$ cat src/rtl/cpu_pkg.sv
// cpu_pkg: shared CPU constants, IF/ID register layout and instruction field positions.
package cpu_pkg;
    localparam int XLEN = 32;
    localparam logic [XLEN-1:0] NOP_INST = 32'h0000_0000;
    localparam logic [XLEN-1:0] DEFAULT_RESET_PC = 32'h0000_0000;
    localparam int OPCODE_MSB = 31;
    localparam int OPCODE_LSB = 26;
    localparam int RS_MSB = 25;
    localparam int RS_LSB = 21;
    localparam int RT_MSB = 20;
    localparam int RT_LSB = 16;
    localparam int RD_MSB = 15;
    localparam int RD_LSB = 11;
    localparam int SHAMT_MSB = 10;
    localparam int SHAMT_LSB = 6;
    localparam int IMM16_MSB = 15;
    localparam int IMM16_LSB = 0;
    typedef struct packed {
        logic [XLEN-1:0] inst;
        logic [XLEN-1:0] pc4;
        logic            valid;
    } ifid_t;
    localparam ifid_t IFID_BUBBLE = '{NOP_INST, '0, 1'b0};
    function automatic logic [XLEN-1:0] br_offset(input logic [IMM16_MSB:IMM16_LSB] imm);
        return {{(XLEN-18){imm[15]}}, imm, 2'b00};
    endfunction
endpackage

$ cat src/rtl/if_stage_if.sv
// if_stage_if: fetch-stage bus (instruction memory, hazard/branch inputs, IF/ID outputs).
interface if_stage_if;
    import cpu_pkg::*;
    logic [XLEN-1:0] imem_addr;
    logic [XLEN-1:0] imem_data;
    logic            stall;
    logic            br_taken;
    logic [XLEN-1:0] br_pc4;
    logic [15:0]     br_imm16;
    logic [XLEN-1:0] ifid_inst;
    logic [XLEN-1:0] ifid_pc4;
    logic            ifid_valid;
    modport master (
        output imem_addr, ifid_inst, ifid_pc4, ifid_valid,
        input  imem_data, stall, br_taken, br_pc4, br_imm16
    );
    modport slave (
        input  imem_addr, ifid_inst, ifid_pc4, ifid_valid,
        output imem_data, stall, br_taken, br_pc4, br_imm16
    );
endinterface

$ cat src/rtl/br_target_calc.sv
// br_target_calc: taken-branch target = branch pc4 + sign-extended word offset, modulo 2^32.
module br_target_calc
    import cpu_pkg::*;
(
    input  logic [XLEN-1:0] pc4_i,
    input  logic [15:0]     imm16_i,
    output logic [XLEN-1:0] target_o
);
    assign target_o = pc4_i + br_offset(imm16_i);
endmodule

$ cat src/rtl/if_stage.sv
// if_stage: program counter, instruction fetch and IF/ID register with stall and branch redirect.
// IF_DELAY_SLOT_EN: taken branches load the delay-slot instruction instead of a bubble.
module if_stage
    import cpu_pkg::*;
#(
    parameter logic [XLEN-1:0] RESET_PC = DEFAULT_RESET_PC
) (
    input  logic clk,
    input  logic rst_n,
    if_stage_if.master bus
);
    logic [XLEN-1:0] pc_q, pc_d, pc4, target;
    ifid_t ifid_q, ifid_d, seq_load, br_load;

    br_target_calc u_br_target_calc (
        .pc4_i    (bus.br_pc4),
        .imm16_i  (bus.br_imm16),
        .target_o (target)
    );

    always_comb begin
        pc4 = pc_q + 32'd4;
        seq_load = '{bus.imem_data, pc4, 1'b1};
`ifdef IF_DELAY_SLOT_EN
        br_load = seq_load;
`else
        br_load = IFID_BUBBLE;
`endif
        // stall wins over br_taken; hazard logic holds br_taken until stall drops
        pc_d = bus.stall ? pc_q : bus.br_taken ? target : pc4;
        ifid_d = bus.stall ? ifid_q : bus.br_taken ? br_load : seq_load;
    end

    always_ff @(posedge clk or negedge rst_n) begin
        if (!rst_n) begin
            pc_q <= RESET_PC;
            ifid_q <= IFID_BUBBLE;
        end else begin
            pc_q <= pc_d;
            ifid_q <= ifid_d;
        end
    end

    assign bus.imem_addr = pc_q;
    assign bus.ifid_inst = ifid_q.inst;
    assign bus.ifid_pc4 = ifid_q.pc4;
    assign bus.ifid_valid = ifid_q.valid;
endmodule

$ cat src/flat_wrapper.sv
// flat-port wrapper written by rule: the top's interface ports become plain ports
module if_stage_flat import cpu_pkg::*;
#(
    parameter logic [XLEN-1:0] RESET_PC = DEFAULT_RESET_PC
)
  (clk, rst_n, bus_imem_addr, bus_ifid_inst, bus_ifid_pc4, bus_ifid_valid, bus_imem_data, bus_stall, bus_br_taken, bus_br_pc4, bus_br_imm16);
  if_stage_if bus_i ();
  input  logic clk;
  input  logic rst_n;
  output wire logic [$bits(bus_i.imem_addr)-1:0] bus_imem_addr;
  output wire logic [$bits(bus_i.ifid_inst)-1:0] bus_ifid_inst;
  output wire logic [$bits(bus_i.ifid_pc4)-1:0] bus_ifid_pc4;
  output wire logic [$bits(bus_i.ifid_valid)-1:0] bus_ifid_valid;
  input wire logic [$bits(bus_i.imem_data)-1:0] bus_imem_data;
  input wire logic [$bits(bus_i.stall)-1:0] bus_stall;
  input wire logic [$bits(bus_i.br_taken)-1:0] bus_br_taken;
  input wire logic [$bits(bus_i.br_pc4)-1:0] bus_br_pc4;
  input wire logic [$bits(bus_i.br_imm16)-1:0] bus_br_imm16;
  assign bus_imem_addr = bus_i.imem_addr;
  assign bus_ifid_inst = bus_i.ifid_inst;
  assign bus_ifid_pc4 = bus_i.ifid_pc4;
  assign bus_ifid_valid = bus_i.ifid_valid;
  assign bus_i.imem_data = bus_imem_data;
  assign bus_i.stall = bus_stall;
  assign bus_i.br_taken = bus_br_taken;
  assign bus_i.br_pc4 = bus_br_pc4;
  assign bus_i.br_imm16 = bus_br_imm16;
  if_stage #(.RESET_PC(RESET_PC)) u_core (.clk(clk), .rst_n(rst_n), .bus(bus_i));
endmodule
$ cat config.mk
export PLATFORM = sky130hd
export DESIGN_NAME = if_stage_flat
export DESIGN_NICKNAME = d
export VERILOG_FILES = /design/src/rtl/cpu_pkg.sv /design/src/rtl/if_stage_if.sv /design/src/rtl/br_target_calc.sv /design/src/rtl/if_stage.sv /design/src/flat_wrapper.sv
export SDC_FILE = /design/constraint.sdc
export NUM_CORES = 1
export LEC_CHECK = 0
export CAP_MARGIN = 20
export CORE_UTILIZATION = 49
export CTS_BUF_LIST = sky130_fd_sc_hd__clkbuf_8 sky130_fd_sc_hd__clkbuf_16
export DETAILED_ROUTE_END_ITERATION = 8
export GPL_ROUTABILITY_DRIVEN = 0
export GPL_TIMING_DRIVEN = 0
export HOLD_SLACK_MARGIN = 0.03
export PLACE_DENSITY = 0.81
export SLEW_MARGIN = 0
export SYNTH_ARGS = -nofsm -noshare
export SYNTH_HDL_FRONTEND = slang
export SYNTH_HIERARCHICAL = 1
export SYNTH_SLANG_ARGS = --single-unit
export TNS_END_PERCENT = 50
$ cat constraint.sdc
create_clock -name clk -period 2.3 [get_ports clk]
set_input_delay 0.575 -clock clk [delete_from_list [all_inputs] [get_ports clk]]
set_output_delay 0.575 -clock clk [all_outputs]
set_load 0.02 [all_outputs]
==> results of run 1 <==
==> repair_timing <==
item | CTS | global route
endpoints found under the setup margin | 90 | 36
buffers inserted | 30 | 12
gates resized for setup | 187 | 80
pin swaps | 67 | 56
==> placed cells by master (no fill, tap or decap), types with 9 or more instances in the layout <==
cell type / netlist / layout
clkdlybuf4s50_1: 0 / 135
nand2_1: 138 / 127
dfrtp_1: 97 / 96
o21ai_0: 61 / 52
buf_4: 2 / 39
nand3_1: 37 / 36
nor2_1: 36 / 31
clkbuf_1: 39 / 30
ha_4: 0 / 25
xnor2_1: 25 / 22
a22oi_1: 26 / 22
nand4_1: 21 / 21
inv_1: 16 / 17
a21oi_1: 35 / 17
clkbuf_2: 3 / 16
o211ai_1: 16 / 16
dlygate4sd2_1: 0 / 13
a21oi_2: 4 / 13
buf_2: 9 / 12
xor2_1: 12 / 11
nor3_1: 13 / 10
a21oi_4: 1 / 10
clkbuf_16: 0 / 9
buf_6: 0 / 9
or4_1: 9 / 9
==> layer usage <==
layer  vias up  GRT usage (%)  part of all wire, %
li1       3292              -                    -
met1      3516           42.5                   39
met2       515           55.3                   48
met3       100           6.30                  8.9
met4         0           12.3                  4.0
met5         -              0                    0
==> power groups by stage <==
| stage | Clock (W) | Sequential, W | Combinational [W] |
|---|---|---|---|
| after floorplan | 0 | 0.00253 | 0.00113 |
| after global placement | 0 | 0.00224 | 0.00248 |
| after detailed placement | 0 | 0.00225 | 0.00252 |
| after CTS | 0.00141 | 0.00222 | 0.00276 |
| after global routing | 0.00150 | 0.00226 | 0.00319 |
| final | 0.00140 | 0.00223 | 0.00303 |
==> Yosys cell counts, types with 7 or more instances <==
cell	count	area (µm²)
o311ai_0	7	61.3
xor2_1	12	105
and3_1	7	43.8
nor2_1	36	135
ha_1	30	375
buf_2	9	45.0
a21o_1	7	52.6
o31ai_1	7	52.6
nand3_1	37	185
nor3_1	13	65.1
inv_1	16	60.1
clkbuf_1	39	146
or4_1	9	67.6
nand2_1	138	518
a21oi_1	35	175
xnor2_1	25	219
nor4_1	8	50.1
mux2i_1	8	80.1
nand4_1	21	131
o21ai_0	61	305
o211ai_1	16	120
dfrtp_1	97	2430
a22oi_1	26	195
==> worst paths after layout <==
kind | start | to | slack, ns | depth (start not counted)
setup / recovery | bus_br_pc4[2] | u_core/bus.imem_addr[22] | -0.29 | 13
hold / removal | rst_n | u_core/bus.imem_addr[6] | 0.21 | 1
setup reg to reg | u_core/bus.imem_addr[3] | u_core/bus.ifid_pc4[22] | 0.01 | 5
hold reg to reg | u_core/bus.ifid_pc4[26] | u_core/bus.ifid_pc4[26] | 0.48 | 2
max in group asynchronous | rst_n | u_core/bus.ifid_inst[15] | 1.42 | 2
min in group clk | bus_br_pc4[1] | u_core/bus.imem_addr[1] | 0.47 | 2
==> critical path, cell delays in order <==
cell and delay (ns):
buf_8 0.07, ha_4 0.13, inv_2 0.04, fa_2 0.39, nor2b_4 0.15, o31a_4 0.15
a41oi_4 0.11, o31ai_4 0.40, a21oi_2 0.12, o21ai_1 0.17, xor2_1 0.25, a22oi_1 0.13
o211ai_1 0.15
==> sequential cells by signal, summed over array words and instances, names as in the netlist <==
name	count
u_core/bus.ifid_pc4	32
u_core/bus.ifid_valid	1
u_core/bus.ifid_inst	32
u_core/bus.imem_addr	32
==> per-stage QoR <==
step	setup TNS (ns)	total power, W
global route	-4.82	0.00696
global placement	-337.24	0.00473
finish	-3.63	0.00666
detailed placement	-55.02	0.00478
floorplan	-2.24	0.00365
CTS	-1.05	0.00639
==> cell families (layout without fill, tap and decap cells) <==
kind of cell	Yosys count	in the layout	share of synthesized area, %
adders and majority gates	31	31	6.03
AOI/OAI and AO/OA	220	220	23.4
and+or+nand+nor	301	301	22.3
xor gates and xnor gates	37	37	4.94
DFF	97	97	37.0
buffers and inverters	75	309	4.64
muxes	11	11	1.74
==> cell type report <==
| class | count | area (µm²) |
|---|---|---|
| multi-input combinational | 600 | 4630 |
| fill | 858 | 2850 |
| sequential | 97 | 2430 |
| timing repair buffer | 221 | 2130 |
| buffer | 54 | 240 |
| clock buffer | 10 | 239 |
| tap | 172 | 215 |
| inverter | 18 | 67.6 |
| clock inverter | 6 | 36.3 |
==> metrics.txt, run 1 <==
clock network fraction of total power 21.0%; Synth Net Count 887; H-tree levels 3; placed wire-length estimate 15500 µm; Cell Count Post-Placement 1123; ANT cells 0; Least-Margin Pin Slew 0.779 ns; outcome finished with violations; clock skew 0.00580 ns; failing checks negative setup slack; Reg power frac 33.5%; fin cells 1178; largest net degree at the start of global routing 61; Final Cell Area 9980 µm²; HP Class in -> async; CTS Root Cell clkbuf_16; Clk Latency, worst-skew pair 0.34 ns; full die area 13800 µm²; # setup viols final 23; Leak 4.02 nW; Rows 41; combinational power share 45.5%; async set-reset flop share out of synthesis 100%; P&R area growth vs syn 52.2%; post-cts hold buffer count 0; FF+latch count, synth 97; WS Path Type in -> reg; PD cells 667 nW/µm²; Clock Tree Buf Depth 2; CP required 2.55 ns; post-place setup slack -1.28 ns; Final Util 77.8%; post-synth cell types 74; Clock Pin Slew Worst Setup and Hold Paths 0.07 ns; die extent in y 118 µm; yosys warns 6; post-synthesis average cell area 8.49 µm²; RSZ-0062 raised after global routing yes; Worst Setup End Kind flop; Total GRT Usage 33.1%; Synth Flop Type dfrtp_1; Starting Density 51.1%; Antenna Nets Post-Route 0; CP Max Fanout 3; f_max 386 MHz; via count 7423; type of origin of the critical path input port; normalized max-slew margin 47.9%; Final Hold Fails 0; WP data arrival 2.84 ns; clock sinks 97; Die Width 118 µm; Post-Route WL 24500 µm; vias in the first global route 7007; IO Pins 181; 1st-iter DRT viols 1047; post-route setup slack -0.290 ns; gr ovfl total 0; DP Area 8590 µm²; Synth Cell Area 6560 µm²; Layout Nets 1116; routed vias/inst 6.30; P_int 0.00408 W; period utilization 113%; TritonCTS clock tree yes; sequential fraction of the synthesis area 37.0%; Final min period 2.59 ns; worst hold slack 0.209 ns; switching power 0.00259 W; global-route wire length before repair 36800 µm; initial antenna violation count 0; final slew viol count 0; total CTS buffers 9; Core Region 12800 µm²; number of flops mapped to enable cells by yosys 0; share of cells above drive strength 1 22.6%; maximum vdd ir drop 0.456 mV; Avg WL per Cell 20.8 µm; # DRC 0; Port Buffer Count 178; sw frac 38.8%; drt pass-1 iters 5; MaxCap Viol Count 0; Mapped Cells 772
No activity file was read; power rests on OpenSTA's default activity.
==> run 2: changes to the inputs <==
CORE_MARGIN = 1.5   (was default)
==> run 2 against run 1 <==
Critical endpoint is now u_core/bus.imem_addr[26]. Non-clock buffer count decreased by 3. Critical path depth unchanged. Global-route usage decreased by 1.8 points. Cell count about the same. First-iteration DRC count decreased by 34%. Highest routed layer unchanged. The flow still finishes with violations (negative setup slack). Power increased by 0.59%. Final area decreased by 1.2%. Die area increased by 1.7%.
==> metrics.txt, run 2 (synthesis gave the netlist of run 1 again) <==
outcome finished with violations (unchanged); failing checks negative setup slack (unchanged); H-tree levels 3 (unchanged); Layout Nets 1113 (was 1116); RR Startpoint u_core/bus.imem_addr[17] (was u_core/bus.imem_addr[3]); Clock Pin Slew Worst Setup and Hold Paths 0.06 ns (was 0.07 ns); normalized max-slew margin 38.2% (was 47.9%); Core Region 13100 µm² (was 12800 µm²); maximum vdd ir drop 0.450 mV (was 0.456 mV); Clock Tree Buf Depth 2 (unchanged); DP Area 8600 µm² (was 8590 µm²); fill count 928 (was 858); Avg WL per Cell 20.3 µm (was 20.8 µm); grt met2 use 52.5% (was 55.3%); TritonCTS clock tree yes (unchanged); FF-to-FF path depth 5 (unchanged); grt peak-use layer met2 (unchanged); clock skew 0.00839 ns (was 0.00580 ns); CP Max Fanout 3 (unchanged); Post-Route WL 24000 µm (was 24500 µm); type of origin of the critical path input port (unchanged); die extent in y 119 µm (was 118 µm); # setup viols final 15 (was 23); MaxCap Viol Count 0 (unchanged); vias in the first global route 6674 (was 7007); f_max 386 MHz (about the same); Starting Density 49.9% (was 51.1%); 1st-iter DRT viols 692 (was 1047); full die area 14100 µm² (was 13800 µm²); IO Pins 181 (unchanged); final slew viol count 0 (unchanged); commonest non-fill, non-tap cell in the layout clkdlybuf4s50_1 (unchanged); drt pass-1 iters 7 (was 5); Worst Setup End Kind flop (unchanged); HP Class in -> async (unchanged); Port Buffer Count 178 (unchanged); routed vias/inst 6.21 (was 6.30); PD cells 679 nW/µm² (was 667 nW/µm²); via count 7321 (was 7423); register area 2430 µm² (about the same); initial antenna violation count 0 (unchanged); period utilization 113% (about the same); gr ovfl total 0 (unchanged); Worst R2R End u_core/bus.ifid_pc4[30] (was u_core/bus.ifid_pc4[22]); post-route setup slack -0.292 ns (was -0.290 ns); post-layout total power 0.00670 W (was 0.00666 W); share of cells above drive strength 1 20.5% (was 22.6%); Least-Margin Pin Slew 0.919 ns (was 0.779 ns); CTS Root Cell clkbuf_16 (unchanged); Final Util 75.1% (was 77.8%); Leak 3.98 nW (was 4.02 nW); met3 GRT Util 6.76% (was 6.30%); P&R area growth vs syn 50.4% (was 52.2%); Total GRT Usage 31.4% (was 33.1%); largest net degree at the start of global routing 66 (was 61); Rows 42 (was 41); WP data arrival 2.80 ns (was 2.84 ns); global-route wire length before repair 35100 µm (was 36800 µm); Final Hold Fails 0 (unchanged); placed wire-length estimate 15600 µm (was 15500 µm); FF-to-FF setup slack 0.01 ns (about the same); Final Cell Area 9860 µm² (was 9980 µm²); # DRC 0 (unchanged); CP required 2.51 ns (was 2.55 ns); crit path to u_core/bus.imem_addr[26] (was u_core/bus.imem_addr[22]); WS Path Type in -> reg (unchanged); total CTS buffers 9 (unchanged); ANT cells 0 (unchanged); CP startpoint bus_br_pc4[2] (unchanged); met1 usage 40.6% (was 42.5%); Die Width 119 µm (was 118 µm); clock sinks 97 (unchanged); Clk Latency, worst-skew pair 0.35 ns (was 0.34 ns); Multi-input gate area 4520 µm² (was 4630 µm²); Final min period 2.59 ns (about the same); RSZ-0062 raised after global routing yes (unchanged); most frequent cells in the layout 140 x clkdlybuf4s50_1, 131 x nand2_1, 97 x dfrtp_1, 50 x o21ai_0, 40 x buf_4 (was 135 x clkdlybuf4s50_1, 127 x nand2_1, 96 x dfrtp_1, 52 x o21ai_0, 39 x buf_4); Antenna Nets Post-Route 0 (unchanged)
run 2: power breakdown:
part	total, W	switching, W	internal, W
combinational	0.00296	0.00165	0.00131
sequential	0.00222	0.000253	0.00197
clock	0.00152	0.000672	0.000843
total	0.00670	0.00257	0.00413
run 2: cell type report:
class                           instances  area share, %
Timing Repair Buffer                  217           21.1
Clock inverter                          7          0.698
Tap cell                              176           2.23
Sequential cell                        97           24.6
Clock buffer                            9           2.28
Multi-Input combinational cell        600           45.9
Inverter                               18          0.685
Buffer                                 55           2.49
run 2: how the worst min path moves through the flow:
stage                       startpoint                 endpoint  slack, ns  depth (start not counted)
4_1_cts                          rst_n  u_core/bus.ifid_inst[6]       0.19                          1
6_report                         rst_n  u_core/bus.ifid_inst[4]       0.18                          1
2_1_floorplan                    rst_n  u_core/bus.ifid_inst[0]       0.28                          0
3_3_place_gp   u_core/bus.ifid_pc4[12]  u_core/bus.ifid_pc4[12]       0.47                          2
5_1_grt                          rst_n  u_core/bus.ifid_inst[6]       0.21                          1
3_5_place_dp    u_core/bus.ifid_pc4[6]   u_core/bus.ifid_pc4[6]       0.47                          2
run 2: repair_timing:
item	CTS	global route
setup buffers	27	12
gates resized for setup	151	73
gates cloned	0	0
pin swaps	55	51
hold buffers	0	0
endpoints found under the setup margin	84	91
run 2: critical path, cell delays in order:
cell and delay, ns:
buf_6 0.08, ha_4 0.13, inv_2 0.04, fa_2 0.39, nor2b_4 0.15, o31a_4 0.17
a41oi_4 0.13, o31ai_4 0.35, a21o_1 0.28, a21oi_2 0.10, xnor2_1 0.15, a22oi_1 0.16
nand3_1 0.10
run 2: through the flow:
stage | TNS [ns] | worst slack, ns | hold WS [ns] | std cells
2_1_floorplan | -2.24 | -0.269 | 0.279 | 772
3_3_place_gp | -337.38 | -3.00 | 0.465 | 1126
3_5_place_dp | -49.63 | -1.20 | 0.472 | 1127
4_1_cts | -1.51 | -0.193 | 0.188 | 1167
5_1_grt | -3.77 | -0.379 | 0.205 | 1179
6_report | -2.65 | -0.292 | 0.182 | 1179
run 2: per-layer routing:
| metal | wire (µm) | up-vias | part of all wire (%) |
|---|---|---|---|
| li1 | - | 3291 | - |
| met1 | 9430 | 3467 | 39 |
| met2 | 11500 | 467 | 48 |
| met3 | 2100 | 96 | 8.8 |
| met4 | 931 | 0 | 3.9 |
| met5 | 0 | - | 0 |
==> run 3: changes to the inputs <==
CTS_CLUSTER_SIZE = 28   (was default)
==> results of run 3 <==
No change in the layout: final DEF, timing and power equal those of run 2.
